--- config.mk ---
export PLATFORM = sky130hd
export DESIGN_NAME = instr_feeder_flat
export DESIGN_NICKNAME = d
export VERILOG_FILES = /design/src/rtl/instr_feeder_if.sv /design/src/rtl/instr_feeder.sv /design/src/flat_wrapper.sv
export SDC_FILE = /design/constraint.sdc
export NUM_CORES = 1
export LEC_CHECK = 0
export ABC_AREA = 1
export BUFFER_PORTS_ARGS = -buffer_cell sky130_fd_sc_hd__buf_2
export CORE_MARGIN = 3
export CORE_UTILIZATION = 39
export DETAILED_ROUTE_END_ITERATION = 8
export MAX_ROUTING_LAYER = met4
export SLEW_MARGIN = 40
export SYNTH_ARGS = -nofsm -noshare
export SYNTH_HDL_FRONTEND = slang
export SYNTH_SLANG_ARGS = --single-unit
--- constraint.sdc ---
create_clock -name clk -period 3.9 [get_ports clk]
set_clock_uncertainty 0.05 [all_clocks]
set_input_delay 0.78 -clock clk [delete_from_list [all_inputs] [get_ports clk]]
set_output_delay 0.78 -clock clk [all_outputs]
set_load 0.02 [all_outputs]
--- src/rtl/instr_feeder_if.sv ---
// Producer-side valid/ready bus carrying 32-bit instruction words into instr_feeder.
interface instr_feeder_if;
    logic        in_valid;
    logic        in_ready;
    logic [31:0] in_instr;

    modport master (
        output in_valid,
        output in_instr,
        input  in_ready
    );

    modport slave (
        input  in_valid,
        input  in_instr,
        output in_ready
    );
endinterface

--- src/rtl/instr_feeder.sv ---
// FIFO-buffered instruction issuer for the single-cycle core; substitutes NOP bubbles when idle.
// Optional opcode filtering at enqueue is enabled by defining INSTR_FEEDER_OPCODE_FILTER_EN.
module instr_feeder #(
    parameter int          DEPTH = 16,
    parameter logic [31:0] NOP   = 32'h00000013
) (
    input  logic                     clk,
    input  logic                     rst,
    instr_feeder_if.slave            bus,
    input  logic                     run,
    input  logic                     flush,
    output logic [31:0]              Instr,
    output logic                     instr_valid,
    output logic [$clog2(DEPTH):0]   count,
    output logic [31:0]              issued_cnt,
    output logic [15:0]              bubble_cnt,
    output logic [15:0]              illegal_cnt
);

    localparam int AW = $clog2(DEPTH);
    localparam int CW = AW + 1;
    localparam logic [CW-1:0] FULL_CNT = CW'(DEPTH);

    logic [31:0]   mem [DEPTH];
    logic [AW-1:0] wr_ptr;
    logic [AW-1:0] rd_ptr;
    logic          push;
    logic          pop;
    logic [31:0]   store_word;

    // A full FIFO refuses pushes even when a pop frees a slot at the same edge.
    assign bus.in_ready = !rst && !flush && (count < FULL_CNT);
    assign push         = bus.in_valid && bus.in_ready;
    assign pop          = run && (count != '0);

`ifdef INSTR_FEEDER_OPCODE_FILTER_EN
    logic illegal_word;

    assign illegal_word = !(bus.in_instr[6:0] inside {7'd3, 7'd35, 7'd51, 7'd99, 7'd19, 7'd111});
    assign store_word   = illegal_word ? NOP : bus.in_instr;

    always_ff @(posedge clk) begin
        if (rst) begin
            illegal_cnt <= '0;
        end else if (push && illegal_word && (illegal_cnt != 16'hFFFF)) begin
            illegal_cnt <= illegal_cnt + 16'd1;
        end
    end
`else
    assign store_word  = bus.in_instr;
    assign illegal_cnt = '0;
`endif

    always_ff @(posedge clk) begin
        if (push) begin
            mem[wr_ptr] <= store_word;
        end
    end

    always_ff @(posedge clk) begin
        if (rst) begin
            wr_ptr      <= '0;
            rd_ptr      <= '0;
            count       <= '0;
            Instr       <= NOP;
            instr_valid <= 1'b0;
            issued_cnt  <= '0;
            bubble_cnt  <= '0;
        end else if (flush) begin
            wr_ptr      <= '0;
            rd_ptr      <= '0;
            count       <= '0;
            Instr       <= NOP;
            instr_valid <= 1'b0;
        end else begin
            if (push) begin
                wr_ptr <= wr_ptr + 1'b1;
            end

            // Pop only sees words stored before this edge, so a fresh push never bypasses.
            if (pop) begin
                Instr       <= mem[rd_ptr];
                instr_valid <= 1'b1;
                rd_ptr      <= rd_ptr + 1'b1;
                issued_cnt  <= issued_cnt + 32'd1;
            end else begin
                Instr       <= NOP;
                instr_valid <= 1'b0;
                if (run && (bubble_cnt != 16'hFFFF)) begin
                    bubble_cnt <= bubble_cnt + 16'd1;
                end
            end

            case ({push, pop})
                2'b10:   count <= count + 1'b1;
                2'b01:   count <= count - 1'b1;
                default: count <= count;
            endcase
        end
    end

endmodule
--- src/flat_wrapper.sv ---
// flat-port wrapper written by rule: the top's interface ports become plain ports
module instr_feeder_flat 
#(
    parameter int          DEPTH = 16,
    parameter logic [31:0] NOP   = 32'h00000013
)
  (clk, rst, run, flush, Instr, instr_valid, count, issued_cnt, bubble_cnt, illegal_cnt, bus_in_valid, bus_in_instr, bus_in_ready);
  instr_feeder_if bus_i ();
  input  logic clk;
  input  logic rst;
  input  logic run;
  input  logic flush;
  output logic [31:0] Instr;
  output logic instr_valid;
  output logic [$clog2(DEPTH):0] count;
  output logic [31:0] issued_cnt;
  output logic [15:0] bubble_cnt;
  output logic [15:0] illegal_cnt;
  input wire logic [$bits(bus_i.in_valid)-1:0] bus_in_valid;
  input wire logic [$bits(bus_i.in_instr)-1:0] bus_in_instr;
  output wire logic [$bits(bus_i.in_ready)-1:0] bus_in_ready;
  assign bus_i.in_valid = bus_in_valid;
  assign bus_i.in_instr = bus_in_instr;
  assign bus_in_ready = bus_i.in_ready;
  instr_feeder #(.DEPTH(DEPTH), .NOP(NOP)) u_core (.clk(clk), .rst(rst), .bus(bus_i), .run(run), .flush(flush), .Instr(Instr), .instr_valid(instr_valid), .count(count), .issued_cnt(issued_cnt), .bubble_cnt(bubble_cnt), .illegal_cnt(illegal_cnt));
endmodule
==> load_flow_metrics.sql <==
INSERT INTO impl_metrics (metric_group, metric, value, unit) VALUES
('clock_network', 'clock_insertion_delay_worst_skew', '0.60', 'ns'),
('clock_network', 'postCtsSetupRepairBufs', '0', ''),
('grt', 'grt_pass1_vias', '16300', ''),
('worst_setup_path', 'ff2ff_path_depth', '14', ''),
('worst_setup_path', 'kind_of_end_point_of_the_critical_path', 'flip-flop', ''),
('cells_and_area', 'final_util', '0.458', ''),
('clock_network', 'cts-resized-gates', '0', ''),
('sta', 'fin_crit_sh', '0.659', ''),
('drt', 'detailroute.via_count', '16500', ''),
('cells_and_area', 'layout.nets', '2398', ''),
('clock_network', 'cts_tree', 'done', ''),
('clock_network', 'tritoncts_num_sinks', '606', ''),
('floorplanning', 'die_width', '257', 'um'),
('sta', 'slew_viol_final', '0', ''),
('drt', 'wire_per_inst', '19.7', 'um'),
('grt', 'number_of_antenna_violations_at_the_first_check_in_global_routing', '1', ''),
('worst_setup_path', 'crit_end', 'u_core.mem[1][25]', ''),
('drt', 'routed_wire_length', '63900', 'um'),
('worst_setup_path', 'timing.critical_path.arrival', '2.82', 'ns'),
('worst_setup_path', 'max_stage_delay', '0.59', 'ns'),
('floorplanning', 'initial_util', '0.397', ''),
('logic_synthesis', 'synth.yosys.warnings', '0', ''),
('placed_design', 'place_congestion', '0.821', ''),
('sta', 'fin_crit', '2.57', 'ns'),
('clock_network', 'cts-buffers-inserted', '67', ''),
('power_and_ir_drop', 'power.static_leakage', '10.1', 'nW'),
('worst_hold_path', 'worstHoldPathType', 'reg2reg', ''),
('worst_setup_path', 'crit_type', 'in2reg', ''),
('cells_and_area', 'fillerInstances', '5641', ''),
('logic_synthesis', 'fraction_of_synthesis_flops_using_an_asynchronous_set_or_reset_pin', '0', ''),
('logic_synthesis', 'yosys-top-cells-area', 'sky130_fd_sc_hd__edfxtp_1, sky130_fd_sc_hd__dfxtp_1, sky130_fd_sc_hd__nor2_1', ''),
('sta', 'finalHoldViolations', '0', ''),
('placed_design', 'dp_hpwl', '39100', 'um'),
('power_and_ir_drop', 'peakVddDrop', '406', 'uV'),
('run_status', 'run_status', 'completed', ''),
('logic_synthesis', 'syn_area_per_cell', '11.0', 'um2'),
('logic_synthesis', 'synthesis.area', '24600', 'um2'),
('worst_setup_path', 'critical_path_depth', '7', ''),
('floorplanning', 'core.rowCount', '91', ''),
('worst_setup_path', 'setup.reg_to_reg.worst_slack', '1.39', 'ns'),
('worst_setup_path', 'timing.critical_path.cells', 'buf_2 > nor2_8 > nand3_1 > inv_1 > nand2_1 > nor2_4 > buf_12', ''),
('drt', 'detail_route.drc_violations', '0', ''),
('logic_synthesis', 'synthFlopType', 'sky130_fd_sc_hd__edfxtp_1', ''),
('floorplanning', 'boundaryPins', '140', ''),
('worst_setup_path', 'critPathRequiredTime', '4.15', 'ns'),
('sta', 'setup_violations', '0', ''),
('cells_and_area', 'areaGrowthSynthToFinish', '15.5', '%'),
('grt', 'grt_usage', '0.197', ''),
('grt', 'grt_remaining_overflow', '0', ''),
('logic_synthesis', 'synth-edff-count', '512', ''),
('logic_synthesis', 'number_of_distinct_library_cells_after_synthesis', '32', ''),
('floorplanning', 'fp.coreArea', '62100', 'um2'),
('drt', 'vias_per_cell', '5.10', ''),
('clock_network', 'clockRootBuffer', 'sky130_fd_sc_hd__clkbuf_16', ''),
('sta', 'grt_setup_unrepaired', 'no', ''),
('sta', 'timing.max_slew.rel_slack', '0.485', ''),
('sta', 'setup_total_negative_slack', '0', 'ns'),
('worst_setup_path', 'cpMaxStageDelayCell', 'sky130_fd_sc_hd__nor2_4', ''),
('worst_setup_path', 'critPathLaunchType', 'primary input', ''),
('worst_setup_path', 'path_delay_family', 'simple AND/OR/NAND/NOR gates', ''),
('clock_network', 'worst_setup_hold_path_clk_slew', '0.06', 'ns'),
('worst_setup_path', 'regToRegStartpoint', 'u_core.count[1]', ''),
('logic_synthesis', 'synth.largest_area_cell', 'sky130_fd_sc_hd__edfxtp_1', ''),
('logic_synthesis', 'synthesis.instances', '2235', ''),
('worst_setup_path', 'worst_setup_path_startpoint', 'rst', ''),
('placed_design', 'placement.io_buffers', '123', ''),
('logic_synthesis', 'ys_seq_area_frac', '0.701', ''),
('clock_network', 'maximum_buffer_depth_of_the_clock_tree', '3', ''),
('sta', 'slew_at_the_pin_closest_to_its_max_slew_limit', '0.771', 'ns'),
('clock_network', 'ctsHtreeMaxLevel', '3', ''),
('clock_network', 'cts.hold.buffers_added', '0', '');
-- through the flow --
stage | total power, mW | area (um2) | setup WS [ns] | hold slack (ns) | std cells
global route | 14.4 | 28400 | 1.09 | 0.498 | 3242
floorplan | 7.60 | 24700 | 0.584 | 0.427 | 2250
finish | 13.9 | 28400 | 1.33 | 0.464 | 3242
CTS | 14.0 | 28400 | 1.33 | 0.462 | 3240
global placement | 7.84 | 26200 | 0.737 | 0.435 | 3117
detailed placement | 7.85 | 26200 | 0.692 | 0.449 | 3117
-- tightest hold or removal path: stages, from the launching register on --
cell and delay, ns:
sky130_fd_sc_hd__dfxtp_1 0.33, sky130_fd_sc_hd__inv_1 0.07, sky130_fd_sc_hd__a21oi_1 0.06
-- report_power, final --
| group | switching, mW | total [mW] | internal (mW) | leakage [nW] |
|---|---|---|---|---|
| clock network | 2.50 | 6.19 | 3.69 | 1.07 |
| logic | 0.484 | 0.650 | 0.165 | 3.64 |
| registers | 0.0178 | 7.06 | 7.05 | 5.37 |
-- worst min-delay path by stage --
stage	from	end	slack, ns	depth (start not counted)
after floorplan	u_core.wr_ptr[2]	u_core.wr_ptr[2]	0.43	2
after global placement	u_core.issued_cnt[2]	u_core.issued_cnt[2]	0.44	2
after detailed placement	u_core.issued_cnt[8]	u_core.issued_cnt[8]	0.45	2
after CTS	u_core.issued_cnt[8]	u_core.issued_cnt[8]	0.46	2
after global routing	u_core.issued_cnt[2]	u_core.issued_cnt[2]	0.50	2
final	u_core.issued_cnt[8]	u_core.issued_cnt[8]	0.46	2
-- cells in the mapped netlist (5+ instances only) --
cell type and count:
sky130_fd_sc_hd__xor2_1 6, sky130_fd_sc_hd__ha_1 11, sky130_fd_sc_hd__nand3_1 210, sky130_fd_sc_hd__inv_2 7, sky130_fd_sc_hd__nor2_1 466, sky130_fd_sc_hd__buf_1 13, sky130_fd_sc_hd__nand2_1 353, sky130_fd_sc_hd__buf_4 29
sky130_fd_sc_hd__nand4_1 11, sky130_fd_sc_hd__buf_2 39, sky130_fd_sc_hd__dfxtp_1 94, sky130_fd_sc_hd__edfxtp_1 512, sky130_fd_sc_hd__nor2_2 5, sky130_fd_sc_hd__clkbuf_1 38, sky130_fd_sc_hd__buf_6 8, sky130_fd_sc_hd__nor3_1 10
sky130_fd_sc_hd__inv_1 94, sky130_fd_sc_hd__a21oi_1 80, sky130_fd_sc_hd__o21ai_1 9, sky130_fd_sc_hd__o21ai_0 173, sky130_fd_sc_hd__o211ai_1 56
-- placed cells by master, fill, tap and decap left out, drive strengths merged --
cell      instances
o21bai            1
nor2            472
nand3b            1
a21o              1
nand4            11
a21oi            80
diode             1
edfxtp          512
buf             158
xnor2             1
ha               11
clkbuf           94
or2               1
clkinvlp          2
bufinv            4
o21ai           183
xor2              6
nor3             10
nand3           211
nand2           354
nor3b             1
clkinv           21
conb             16
o211ai           56
inv             103
dfxtp            94
-- cell type report --
type	count	area, um2	area share
Sequential cell	606	17300	0.607
Multi-Input combinational cell	1416	6470	0.228
Clock buffer	94	1900	0.0669
Timing Repair Buffer	158	1090	0.0383
Tap cell	837	1050	0.0368
Inverter	101	385	0.0136
Clock inverter	29	275	0.00968
Antenna cell	1	2.50	0.0000880
-- cell families (layout without fill, tap and decap cells) --
| kind of cell | after synthesis | in the layout | synth area share |
|---|---|---|---|
| XOR/XNOR | 7 | 7 | 0.00249 |
| adder cells (fa/ha/maj) | 11 | 11 | 0.00559 |
| flip-flops | 606 | 606 | 0.701 |
| buffers and inverters | 228 | 382 | 0.0436 |
| AO/OA/AOI/OAI | 321 | 321 | 0.0713 |
| other | 1 | 17 | 0.000152 |
| AND/OR/NAND/NOR | 1061 | 1061 | 0.176 |
-- metal layers --
metal  vias to the layer above  routed length, um  GRT usage
li1                       7950                  -          -
met1                      8047              27500      0.251
met2                       445              32000      0.331
met3                       106               2970     0.0251
met4                         0               1480     0.0598
met5                         -                  0          -
-- state kept, by name (all words and copies together) (netlist names) --
signal              cells
u_core.mem            512
u_core.rd_ptr           4
u_core.issued_cnt      32
u_core.Instr           32
u_core.wr_ptr           4
u_core.bubble_cnt      16
u_core.instr_valid      1
u_core.count            5
No activity file was read; power rests on OpenSTA's default activity.
